<file path="src/rtl/alu_mul_sequencer_pkg.sv">
// rtl/alu_mul_sequencer_pkg.sv - ALU select codes and sequencer state encoding
package alu_mul_sequencer_pkg;

  localparam logic [2:0] ALU_COMP = 3'b000;
  localparam logic [2:0] ALU_AND  = 3'b001;
  localparam logic [2:0] ALU_XOR  = 3'b010;
  localparam logic [2:0] ALU_OR   = 3'b011;
  localparam logic [2:0] ALU_DEC  = 3'b100;
  localparam logic [2:0] ALU_ADD  = 3'b101;
  localparam logic [2:0] ALU_SUB  = 3'b110;
  localparam logic [2:0] ALU_INC  = 3'b111;

  typedef enum logic [1:0] {
    S_IDLE = 2'd0,
    S_ITER = 2'd1,
    S_DONE = 2'd2
  } state_t;

endpackage

</file>
<file path="src/rtl/alu_port_mux.sv">
// rtl/alu_port_mux.sv - ALU input mux: EX-stage passthrough or sequencer-owned add
module alu_port_mux #(
  parameter int WIDTH = 32
) (
  input  logic             owned,
  input  logic [2:0]       own_sel,
  input  logic [WIDTH-1:0] own_inp1,
  input  logic [WIDTH-1:0] own_addend,
  input  logic             own_gate,
  input  logic [WIDTH-1:0] ex_inp1,
  input  logic [WIDTH-1:0] ex_inp2,
  input  logic [2:0]       ex_sel,
  output logic [WIDTH-1:0] alu_inp1,
  output logic [WIDTH-1:0] alu_inp2,
  output logic [2:0]       alu_sel
);

  // The multiplicand is only added when the current multiplier bit is set.
  always_comb begin
    alu_inp1 = ex_inp1;
    alu_inp2 = ex_inp2;
    alu_sel  = ex_sel;
    if (owned) begin
      alu_inp1 = own_inp1;
      alu_inp2 = own_gate ? own_addend : '0;
      alu_sel  = own_sel;
    end
  end

endmodule

</file>
<file path="src/rtl/alu_mul_sequencer.sv">
// rtl/alu_mul_sequencer.sv - borrows the shared ALU to run unsigned shift-add multiply
module alu_mul_sequencer
  import alu_mul_sequencer_pkg::*;
#(
  parameter int         WIDTH   = 32,
  parameter int         CNT_W   = 5,
  parameter logic [2:0] SEL_ADD = ALU_ADD
) (
  input  logic               clk,
  input  logic               rst,
  input  logic               start,
  input  logic [WIDTH-1:0]   mul_a,
  input  logic [WIDTH-1:0]   mul_b,
  input  logic [WIDTH-1:0]   ex_inp1,
  input  logic [WIDTH-1:0]   ex_inp2,
  input  logic [2:0]         ex_sel,
  input  logic [WIDTH-1:0]   alu_outp,
  output logic [WIDTH-1:0]   alu_inp1,
  output logic [WIDTH-1:0]   alu_inp2,
  output logic [2:0]         alu_sel,
  output logic               busy,
  output logic               ex_stall,
  output logic               done,
  output logic [2*WIDTH-1:0] product
);

  localparam logic [CNT_W-1:0] LAST_CNT = CNT_W'(WIDTH - 1);

  state_t           state;
  logic [WIDTH-1:0] hi;
  logic [WIDTH-1:0] lo;
  logic [WIDTH-1:0] mcand;
  logic [CNT_W-1:0] cnt;
  logic             carry;
  logic [WIDTH-1:0] next_hi;
  logic [WIDTH-1:0] next_lo;

  alu_port_mux #(
    .WIDTH(WIDTH)
  ) u_port_mux (
    .owned      (state == S_ITER),
    .own_sel    (SEL_ADD),
    .own_inp1   (hi),
    .own_addend (mcand),
    .own_gate   (lo[0]),
    .ex_inp1    (ex_inp1),
    .ex_inp2    (ex_inp2),
    .ex_sel     (ex_sel),
    .alu_inp1   (alu_inp1),
    .alu_inp2   (alu_inp2),
    .alu_sel    (alu_sel)
  );

  // The ALU has no carry-out, so rebuild it from the operand and sum MSBs.
  assign carry = (alu_inp1[WIDTH-1] & alu_inp2[WIDTH-1])
               | ((alu_inp1[WIDTH-1] | alu_inp2[WIDTH-1]) & ~alu_outp[WIDTH-1]);

  assign next_hi  = {carry, alu_outp[WIDTH-1:1]};
  assign next_lo  = {alu_outp[0], lo[WIDTH-1:1]};
  assign ex_stall = busy;

  always_ff @(posedge clk) begin
    if (rst) begin
      state   <= S_IDLE;
      busy    <= 1'b0;
      done    <= 1'b0;
      product <= '0;
      hi      <= '0;
      lo      <= '0;
      mcand   <= '0;
      cnt     <= '0;
    end else begin
      case (state)
        S_IDLE: begin
          done <= 1'b0;
          if (start) begin
            mcand <= mul_a;
            lo    <= mul_b;
            hi    <= '0;
            cnt   <= '0;
            busy  <= 1'b1;
            state <= S_ITER;
          end
        end
        S_ITER: begin
          hi  <= next_hi;
          lo  <= next_lo;
          cnt <= cnt + 1'b1;
          if (cnt == LAST_CNT) begin
            product <= {next_hi, next_lo};
            done    <= 1'b1;
            state   <= S_DONE;
          end
        end
        S_DONE: begin
          done  <= 1'b0;
          busy  <= 1'b0;
          state <= S_IDLE;
        end
        default: begin
          done  <= 1'b0;
          busy  <= 1'b0;
          state <= S_IDLE;
        end
      endcase
    end
  end

endmodule

</file>
<file path="config.mk">
export PLATFORM = sky130hd
export DESIGN_NAME = alu_mul_sequencer
export DESIGN_NICKNAME = d
export VERILOG_FILES = /design/src/rtl/alu_mul_sequencer_pkg.sv /design/src/rtl/alu_port_mux.sv /design/src/rtl/alu_mul_sequencer.sv
export SDC_FILE = /design/constraint.sdc
export NUM_CORES = 1
export LEC_CHECK = 0
export ABC_AREA = 1
export CORE_MARGIN = 10
export CORE_UTILIZATION = 43
export CTS_CLUSTER_DIAMETER = 120
export DETAILED_ROUTE_END_ITERATION = 12
export GPL_TIMING_DRIVEN = 0
export PLACE_DENSITY = 0.91
export SKIP_LAST_GASP = 1
export SLEW_MARGIN = 25
export SYNTH_ARGS = -nofsm -noshare
export SYNTH_HDL_FRONTEND = slang
export SYNTH_SLANG_ARGS = --single-unit
</file>
<file path="constraint.sdc">
create_clock -name clk -period 1.99 [get_ports clk]
set_input_delay 0.2985 -clock clk [delete_from_list [all_inputs] [get_ports clk]]
set_output_delay 0.2985 -clock clk [all_outputs]
set_load 0.01 [all_outputs]
</file>
==> results by group <==
Run status
  • Status: finished clean

Setup path
  • Critical Path End Type: output port
  • Crit path arrival time: 1.69 ns
  • Crit path kind: reg2out
  • Crit-path max FO: 10
  • Setup crit start kind: register
  • Req. time, crit path: 1.69 ns

Clocking
  • Root Driver: clkbuf_16
  • TritonCTS Buffers: 17
  • Total clock sinks: 169
  • Clock Tree Buf Depth: 2
  • Clk pin slew, worst setup/hold paths: 0.06 ns
  • Htree depth: 4
  • TritonCTS clock tree: built
  • Skew-Pair Late Insertion Delay: 0.41 ns

Final layout
  • Fillers: 1470
  • Fraction of layout cells with a size suffix above 1: 13.2%
  • Fin nets: 1530
  • Area of the multi-input gates: 3240 um^2
  • Cell Count, Final, Fillers Out: 1596
  • Register area: 3390 um^2
  • Final instance area: 11000 um^2
  • Layout Utilization: 66.6%
  • Layout area overhead: 52.4%

Timing
  • Crit share post-route: 99.7%
  • RSZ-0062 raised after global routing: yes
  • Slew Limit Fails: 0
  • Relative slew slack: 65.2%
  • Final Hold Fails: 0
  • Final setup skew: 0.00633 ns
  • Final min period: 1.98 ns
  • Worst-margin pin slew: 0.521 ns
  • Setup Viol. Count Final: 0
  • Max frequency: 504 MHz

Synthesis
  • Avg Cell Area, Syn: 6.94 um^2
  • Share of the synthesized area in the top cell type: 47.0%
  • Top cell type by total area after synthesis: dfxtp_1
  • Largest family of logic cells by synthesized area: simple AND/OR/NAND/NOR gates
  • Area share of fa/ha/maj cells after synthesis: 0.348%
  • Synth top area cells: dfxtp_1 (47%), nand2_1 (15%), o21ai_0 (10%)
  • Sequential share of the synthesized area: 47.0%
  • Post-Syn Area: 7200 um^2
  • Post-synth cell types: 26
  • Yosys warns: 0
  • Mux contribution to synthesized area: 0%
  • Complex-gate fraction of the synthesized area: 15.9%
  • Post-Synth Simple-Gate Area: 28.5%
  • Post-Synth XOR/XNOR Area: 0%
  • Ys flop type: dfxtp_1
  • Syn nets: 1205
  • Synthesized instance count: 1037
  • Number of flops mapped to enable cells by yosys: 0
  • Asr flop ratio synth: 0%
  • Yosys reg bits: 169

Die
  • Die width: 149 um
  • Die H: 149 um
  • Die area: 22300 um^2
  • Initial Util: 43.7%
  • FP Rows: 47
  • Core footprint: 16500 um^2
  • I/O pin count: 300

Job
  • Max-cap violations: 0

Detailed routing
  • Antenna-violating nets left: 0
  • 1st-iter DRT viols: 492
  • Routed vias: 8030
  • Drt pass-1 iters: 5
  • Via density: 5.03
  • Wire per inst: 17.1 um
  • Drt drc: 0
  • WL final: 27400 um

GRT
  • Total GRT Usage: 23.2%
  • Vias in the first global route: 7743
  • Initial antenna violation count: 2
  • Total gr overflow: 0
  • Largest net degree at the start of global routing: 17
  • First-pass GRT wire length: 41500 um

Placement
  • DP Area: 10500 um^2
  • Detailed Place HPWL: 20900 um
  • IO buf count: 298
  • Dpl cells: 1555
  • Final Wtd Congestion: 0.908

Power and ir drop
  • Static Leakage: 4.71 nW
  • PwrDens: 778 nW/um^2
  • Peak VDD IR: 0.611 mV

Worst hold path
  • Worst hold path class: in2reg
[synth_stat cells (2+ instances only)]
cell	instances
ha_1	2
nor2_1	189
buf_2	30
clkbuf_2	2
o21ai_0	150
buf_4	8
or2_2	2
clkbuf_1	24
o21ai_1	68
nor3_1	2
buf_6	5
nand2_4	2
dfxtp_1	169
buf_8	3
nand3_1	38
a21oi_1	9
inv_2	6
buf_1	3
nand2_1	281
inv_1	38
[state kept, by name (all words and copies together), names as in the netlist]
register	cells
hi	32
done	1
mcand	32
lo	32
busy	1
cnt	5
product	64
state	2
[layer usage]
metal,wire (um),up-vias,track usage (%),part of all wire (%)
met4,833,0,8.88,3.0
met5,0,-,0,0
met2,13300,319,39.6,49
met3,2170,57,5.76,7.9
li1,-,3967,-,-
met1,11000,3687,27.3,40
[worst max-delay path: stages, from the launching register on]
cell	delay, ns
dfxtp_2	0.32
inv_2	0.07
nand2_4	0.08
buf_12	0.14
clkbuf_4	0.17
o21ai_0	0.29
buf_2	0.20
[report_power, final]
part           leakage, nW  internal [mW]  switching [mW]
clock network        0.296           2.08            1.35
logic                 3.03          0.697           0.767
registers             1.38           3.55          0.0933
[worst paths after layout]
check	startpoint	to	slack (ns)	depth (start not counted)
worst max-delay path	state[1]	alu_inp2[10]	0.006	6
worst max register to register	cnt[0]	product[56]	0.12	10
worst min-delay path	rst	state[0]	0.17	2
worst min register to register	state[1]	busy	0.43	1
[cells in the final DEF, fill, tap and decap left out, types with 2 or more instances in the layout]
master / count
dlygate4sd2_1: 2
clkbuf_1: 16
nor2_1: 188
nand3_1: 38
buf_6: 5
dfxtp_1: 167
diode_2: 2
clkinv_2: 2
clkbuf_4: 7
nand2_1: 281
inv_6: 2
nand2_4: 2
a21oi_1: 9
clkinvlp_4: 2
or2_2: 2
buf_1: 2
o21ai_0: 149
inv_1: 38
clkbuf_16: 17
clkdlybuf4s15_2: 2
o21ai_2: 3
inv_2: 5
clkdlybuf4s50_1: 231
clkbuf_2: 30
o21ai_1: 66
buf_4: 20
ha_1: 2
buf_8: 8
bufinv_16: 3
inv_4: 2
buf_12: 2
buf_2: 56
clkbuf_8: 3
[final cells by class]
class | instances | share of cell area [%]
Antenna cell | 2 | 0.0456
Timing Repair Buffer | 309 | 25.1
Tap cell | 220 | 2.51
Clock buffer | 21 | 4.29
Buffer | 72 | 4.75
Clock inverter | 10 | 1.29
Inverter | 45 | 1.59
Sequential cell | 169 | 30.9
Multi-Input combinational cell | 748 | 29.5
[metrics by stage]
step	power (mW)	worst slack, ns	hold slack [ns]	setup TNS [ns]
detailed placement	5.22	-0.304	0.456	-12.77
global placement	5.18	-0.304	0.432	-10.89
floorplan	4.41	0.406	0.411	0
global route	8.89	-0.0642	0.187	-0.567
CTS	8.59	-0.101	0.157	-0.167
finish	8.53	0.00638	0.175	0
[kinds of logic after synthesis]
group / count (synthesis)
AND/OR/NAND/NOR: 518
buffers and inverters: 120
flip-flops: 169
adder cells (fa/ha/maj): 2
AO/OA/AOI/OAI: 228
[what timing repair did]
item,4_1_cts,5_1_grt
hold endpoints to repair,0,0
endpoints found under the setup margin,74,120
hold buffers,0,0
pin swaps,3,1
buffers inserted,9,2
gates resized for setup,232,54
(Power assumes the default switching activity.)
